--- src/rtl/cpu8_pkg.sv ---
// Shared definitions for the 8-bit CPU execute stage: data/opcode widths,
// result-file depth, the opcode map and the compare-result bit positions.
package cpu8_pkg;

  // Datapath and opcode widths.
  localparam int DATA_W = 8;
  localparam int OP_W   = 3;

  // Result file holds one entry per opcode.
  localparam int RF_DEPTH = 8;

  // Opcode map. The opcode value doubles as the result-file address.
  localparam logic [OP_W-1:0] OP_ADD  = 3'd0;
  localparam logic [OP_W-1:0] OP_SUB  = 3'd1;
  localparam logic [OP_W-1:0] OP_AND  = 3'd2;
  localparam logic [OP_W-1:0] OP_OR   = 3'd3;
  localparam logic [OP_W-1:0] OP_XOR  = 3'd4;
  localparam logic [OP_W-1:0] OP_MUL  = 3'd5;
  localparam logic [OP_W-1:0] OP_DIV  = 3'd6;
  localparam logic [OP_W-1:0] OP_COMP = 3'd7;

  // Bit positions inside the compare result; all other bits read as zero.
  localparam int CMP_GT_BIT = 0;
  localparam int CMP_EQ_BIT = 1;
  localparam int CMP_LT_BIT = 2;

  // Quotient returned when dividing by zero (carry is raised alongside).
  localparam logic [DATA_W-1:0] DIV_ZERO_RES = 8'hFF;

  // Packed ALU response: flag plus result byte.
  typedef struct packed {
    logic              carry;
    logic [DATA_W-1:0] res;
  } alu_resp_t;

endpackage : cpu8_pkg

--- src/rtl/instruction_memory_alu8.sv ---
// Purely combinational 8-bit ALU. Implements the eight operations of the
// execute stage, including the divide-by-zero substitution. The carry flag
// means carry (add), borrow (sub), high-byte-nonzero (mul) or error (div).
import cpu8_pkg::*;

module alu8 (
  input  logic [DATA_W-1:0] a,
  input  logic [DATA_W-1:0] b,
  input  logic [OP_W-1:0]   sel,
  output logic [DATA_W-1:0] res,
  output logic              carry
);

  // Wide intermediates so the carry/borrow/overflow bits are explicit.
  logic [DATA_W:0]     sum;
  logic [DATA_W:0]     diff;
  logic [2*DATA_W-1:0] prod;
  logic [DATA_W-1:0]   quot;
  logic                div_zero;
  logic [DATA_W-1:0]   divisor;
  logic [DATA_W-1:0]   cmp_res;

  // Shared arithmetic: every operation is evaluated, sel picks one below.
  always_comb begin
    sum      = {1'b0, a} + {1'b0, b};
    diff     = {1'b0, a} - {1'b0, b};
    prod     = {{DATA_W{1'b0}}, a} * {{DATA_W{1'b0}}, b};
    div_zero = (b == '0);
    // Substitute a divisor of 1 so the divider never sees zero; the result
    // is overridden below anyway when b is zero.
    divisor  = div_zero ? {{(DATA_W-1){1'b0}}, 1'b1} : b;
    quot     = a / divisor;
    cmp_res             = '0;
    cmp_res[CMP_GT_BIT] = (a > b);
    cmp_res[CMP_EQ_BIT] = (a == b);
    cmp_res[CMP_LT_BIT] = (a < b);
  end

  // Operation select: result byte and flag for the chosen opcode.
  always_comb begin
    res   = '0;
    carry = 1'b0;
    case (sel)
      OP_ADD: begin
        res   = sum[DATA_W-1:0];
        carry = sum[DATA_W];
      end
      OP_SUB: begin
        // The ninth bit of the wide difference is the borrow (a < b).
        res   = diff[DATA_W-1:0];
        carry = diff[DATA_W];
      end
      OP_AND: begin
        res = a & b;
      end
      OP_OR: begin
        res = a | b;
      end
      OP_XOR: begin
        res = a ^ b;
      end
      OP_MUL: begin
        res   = prod[DATA_W-1:0];
        carry = |prod[2*DATA_W-1:DATA_W];
      end
      OP_DIV: begin
        if (div_zero) begin
          res   = DIV_ZERO_RES;
          carry = 1'b1;
        end else begin
          res = quot;
        end
      end
      OP_COMP: begin
        res = cmp_res;
      end
      default: begin
        res   = '0;
        carry = 1'b0;
      end
    endcase
  end

endmodule : alu8

--- src/rtl/instruction_memory.sv ---
// Execute stage of the 8-bit CPU: a two-stage registered ALU plus an
// 8-entry result file that remembers the last result of each opcode.
//
// Flow: there is no valid/ready handshake. Every rising edge accepts a new
// (a, b, opcode) triple and retires the one accepted on the previous edge,
// so the stage never stalls and results appear exactly two edges after
// their inputs. Reset is asynchronous and discards anything in flight.
import cpu8_pkg::*;

module instruction_memory (
  input  logic              clk,
  input  logic              rst,
  input  logic [DATA_W-1:0] a,
  input  logic [DATA_W-1:0] b,
  input  logic [OP_W-1:0]   opcode,
  output logic [OP_W-1:0]   alu_sel,
  output logic [DATA_W-1:0] alu_out,
  output logic              carry_out,
  output logic [DATA_W-1:0] data_out
);

  // Operand pipeline registers (opcode register is the alu_sel output).
  logic [DATA_W-1:0] a_r;
  logic [DATA_W-1:0] b_r;

  // Combinational ALU response for the operation held in the pipeline.
  logic [DATA_W-1:0] alu_res;
  logic              alu_carry;

  // Result file: one entry per opcode.
  logic [DATA_W-1:0] rf [RF_DEPTH];

  // Read port with write-first bypass.
  logic [DATA_W-1:0] rd_data;

  alu8 u_alu8 (
    .a     (a_r),
    .b     (b_r),
    .sel   (alu_sel),
    .res   (alu_res),
    .carry (alu_carry)
  );

  // Stage 1: capture operands and opcode every cycle.
  always_ff @(posedge clk or posedge rst) begin
    if (rst) begin
      a_r     <= '0;
      b_r     <= '0;
      alu_sel <= '0;
    end else begin
      a_r     <= a;
      b_r     <= b;
      alu_sel <= opcode;
    end
  end

  // Stage 2: register the ALU result and its flag.
  always_ff @(posedge clk or posedge rst) begin
    if (rst) begin
      alu_out   <= '0;
      carry_out <= 1'b0;
    end else begin
      alu_out   <= alu_res;
      carry_out <= alu_carry;
    end
  end

  // Result file write: the retiring result lands in the entry of its opcode.
  always_ff @(posedge clk or posedge rst) begin
    if (rst) begin
      for (int i = 0; i < RF_DEPTH; i++) begin
        rf[i] <= '0;
      end
    end else begin
      rf[alu_sel] <= alu_res;
    end
  end

  // Read address selection: forward the result being written when it targets
  // the same entry, so the read sees the new value on the same edge.
  always_comb begin
    rd_data = rf[opcode];
    if (opcode == alu_sel) begin
      rd_data = alu_res;
    end
  end

  // Registered read port.
  always_ff @(posedge clk or posedge rst) begin
    if (rst) begin
      data_out <= '0;
    end else begin
      data_out <= rd_data;
    end
  end

endmodule : instruction_memory

--- config.mk ---
export PLATFORM = sky130hd
export DESIGN_NAME = instruction_memory
export DESIGN_NICKNAME = d
export VERILOG_FILES = /design/src/rtl/cpu8_pkg.sv /design/src/rtl/instruction_memory_alu8.sv /design/src/rtl/instruction_memory.sv
export SDC_FILE = /design/constraint.sdc
export NUM_CORES = 1
export LEC_CHECK = 0
export ABC_CLOCK_PERIOD_IN_PS = 13700
export CAP_MARGIN = 10
export CELL_PAD_IN_SITES_DETAIL_PLACEMENT = 1
export CELL_PAD_IN_SITES_GLOBAL_PLACEMENT = 1
export CORE_ASPECT_RATIO = 1.1
export CORE_MARGIN = 2
export CORE_UTILIZATION = 30
export DETAILED_ROUTE_END_ITERATION = 10
export GPL_TIMING_DRIVEN = 1
export HOLD_SLACK_MARGIN = 0.15
export PLACE_DENSITY = 0.56
export SYNTH_ARGS = -nofsm -noshare
export SYNTH_HDL_FRONTEND = slang
export SYNTH_SLANG_ARGS = --single-unit
--- constraint.sdc ---
create_clock -name clk -period 13.7 [get_ports clk]
set_input_delay 2.74 -clock clk [delete_from_list [all_inputs] [get_ports clk]]
set_output_delay 2.74 -clock clk [all_outputs]
set_load 0.02 [all_outputs]
==> flow_summary.ini <==
[status]
status = complete, no violations

[global_route]
grt_max_degree = 57
first_global_vias = 7510
grt_first_pass_wirelength_mm = 44.0
gr-total-overflow = 0
grt_use_total_pct = 18.5
antenna_found_initial = 0

[power_and_ir_drop]
powerDensity_nw_per_um2 = 121
ir_drop_mv = 0.0803
leakage_nw = 4.61

[finish]
nNetsFinal = 1143
final_layout_size_suffix_gt1_share_pct = 7.83
design_area_sq_um = 9810
num-fill-cells = 3390
n_antenna_cell = 0
area_growth_pct = 12.5
fin_cells = 1364

[worst_setup_path]
cp.arrival_ns = 12.67
crit_cells = 39
cp-endpoint = rf[40]
r2r_slack_ns = 1.25
startpoint = b_r[5]
crit_type = flip-flop to flip-flop
startpoint_type = flip-flop
crit_path_max_fanout = 11
crit_slowest_cell = or4b_2
critPathRequiredTime_ns = 13.92
crit_top_cell = ha_1
path_buf_inv = 1
critPathMaxStageDelay_ns = 0.67
r2r-start = b_r[5]
reg2reg_depth = 39
r2r_end = rf[40]
crit_family = compound AO/OA/AOI/OAI gates
cp-end-kind = flip-flop

[clocking]
clk_pin_slew_ns = 0.08
clockBufferDepth = 2
clock_sinks = 100
cts-htree-levels = 3
cts_tree = built
clock_latency_ns = 0.36
post_cts_resized = 0
postCtsSetupBuffers = 0
cts_buffers = 9
root_buffer = clkbuf_16
postCtsHoldBufs = 0

[logic_synthesis]
syn_inst = 968
synth_ff_type = dfrtp_1
synth_top_area_cell = dfrtp_1
synth_area_sq_um = 8710
synth_top_area_share_pct = 28.7
syn-num-nets = 1120
synth_edf_count = 0
async_flop_share_pct = 100
ys_warn_count = 0
synth_area_leaders = dfrtp_1 (29%), ha_1 (13%), fa_1 (8.7%)
synth_area_per_cell_sq_um = 9.00
synth-seq-cells = 100
yosysSeqAreaShare_pct = 28.7
yosysUniqueCellTypes = 74

[die]
rows = 65
die_h_um = 183
start_util_pct = 30.4
die_w_um = 167
core_sq_um = 28600
io-pin-count = 41
die_area_sq_um = 30400

[timing]
timing.hold.ws_ns = 0.478
finalSetupViolations = 0
rsz0062_at_grt = no
hold_viol_final = 0
min_period_over_period_pct = 90.9
setup_tns_ns = 0
period_minus_slack_ns = 12.45
relSlewSlack_pct = 33.0
finClkSkew_ns = 0.0139
fmax_ghz = 0.0803
maxSlewViolCount = 0
worst_pin_slew_ns = 1.00

[hold_path]
hold_class = flip-flop to flip-flop

[placed_design]
gp_routability_congestion = 0.830
dp_hpwl_mm = 21.1
dp_cells = 1348
io_buffers = 40
dpl_cell_area_sq_um = 9510

[detailed_routing]
wl_per_cell_um = 20.0
vias_per_cell = 5.26
wl_mm = 27.3
drcViolationCount = 0
first_pass_iters = 4
first_iter_violations = 395
postRouteAntennaNets = 0
via_count = 7179

[job]
cap_violations = 0
## worst register-to-register path: cells and delay by family (launching register included)
kind,cells,cell delay [ns]
AO/OA/AOI/OAI,24,6.35
adder cells (fa/ha/maj),7,2.30
AND/OR/NAND/NOR,4,1.99
multiplexers,3,1.18
flip-flops,1,0.46
buffers and inverters,1,0.08
## flip-flops by register name, summed over array words and instances, names as in the netlist
signal / cells
data_out: 8
carry_out: 1
rf: 64
b_r: 8
alu_out: 8
alu_sel: 3
a_r: 8
## worst min path at each step
| stage | startpoint | to | slack (ns) | depth (start not counted) |
|---|---|---|---|---|
| global placement | rf[42] | rf[42] | 0.46 | 2 |
| finish | rf[36] | rf[36] | 0.48 | 2 |
| floorplan | rf[11] | rf[11] | 0.44 | 2 |
| detailed placement | rf[42] | rf[42] | 0.46 | 2 |
| CTS | rf[36] | rf[36] | 0.48 | 2 |
| global route | rf[31] | rf[31] | 0.50 | 2 |
## layout make-up
| class | instances | area, sq um | area share, % |
|---|---|---|---|
| Multi-Input combinational cell | 737 | 5730 | 58.4 |
| Timing Repair Buffer | 48 | 460 | 4.70 |
| Tap cell | 368 | 460 | 4.70 |
| Sequential cell | 100 | 2500 | 25.5 |
| Clock inverter | 6 | 56.3 | 0.574 |
| Clock buffer | 10 | 239 | 2.44 |
| Inverter | 95 | 359 | 3.66 |
## synth_stat cells, drive strengths merged, types with 3 or more instances
master / count
buf: 4
or3: 11
nor2b: 6
nor4: 5
a21o: 22
mux4: 16
nor3: 18
or2: 5
a211o: 3
nand2b: 6
inv: 86
dfrtp: 100
xor2: 12
and3: 3
nand2: 128
a211oi: 17
clkbuf: 32
xnor2: 17
clkinv: 9
o31ai: 4
a21oi: 41
a22o: 3
o21a: 11
a2111oi: 6
fa: 38
o21bai: 4
o31a: 4
nor2: 100
and2: 8
a31oi: 14
mux2i: 10
a221oi: 3
o211ai: 5
o22ai: 6
or4: 3
nand3: 7
o21ai: 62
mux2: 13
a21boi: 3
ha: 93
## per-layer routing
metal  share of wire (%)  vias to the layer above  GRT usage, %
li1                    -                     3407             -
met1                  47                     3635          25.4
met2                  49                      113          31.5
met3                 2.8                       24          2.07
met4                 1.6                        0          4.14
met5                   0                        -             0
## cells by family after synthesis
| logic type | synth area share, % |
|---|---|
| mux | 7.09 |
| fa+ha+maj | 22.1 |
| xor+xnor | 2.91 |
| buf+inv | 5.67 |
| flops | 28.7 |
| simple gates | 15.7 |
| compound gates | 17.8 |
## power by group
group	switching, W	internal, W
Clock	0.000134	0.000133
Sequential	0.0000311	0.000343
Combinational	0.000312	0.000235
## per-stage QoR
stage / util, % / power [W] / worst slack [ns]
floorplan: - / 0.000769 / 3.11
global placement: 33.2 / 0.000923 / 1.52
detailed placement: 33.2 / 0.000931 / 1.22
CTS: 34.3 / 0.00120 / 1.19
global route: 34.3 / 0.00128 / 0.223
finish: 34.3 / 0.00119 / 1.25
## placed cells by master (no fill, tap or decap), drive strengths merged, types with 5 or more instances in the layout
cell	count
nand2	128
xor2	12
nor3	18
buf	8
inv	89
clkdlybuf4s50	40
o211ai	5
fa	38
or3	11
mux2	13
nor2	100
a2111oi	6
a31oi	14
nand2b	6
o22ai	6
clkinv	11
and2	8
nor2b	6
mux4	16
o21a	11
o21ai	62
a21oi	41
mux2i	10
dfrtp	100
nor4	5
a21o	22
ha	93
or2	5
nand3	7
xnor2	17
a211oi	17
clkbuf	10
Note: power is estimated with default switching activity, not from simulation.
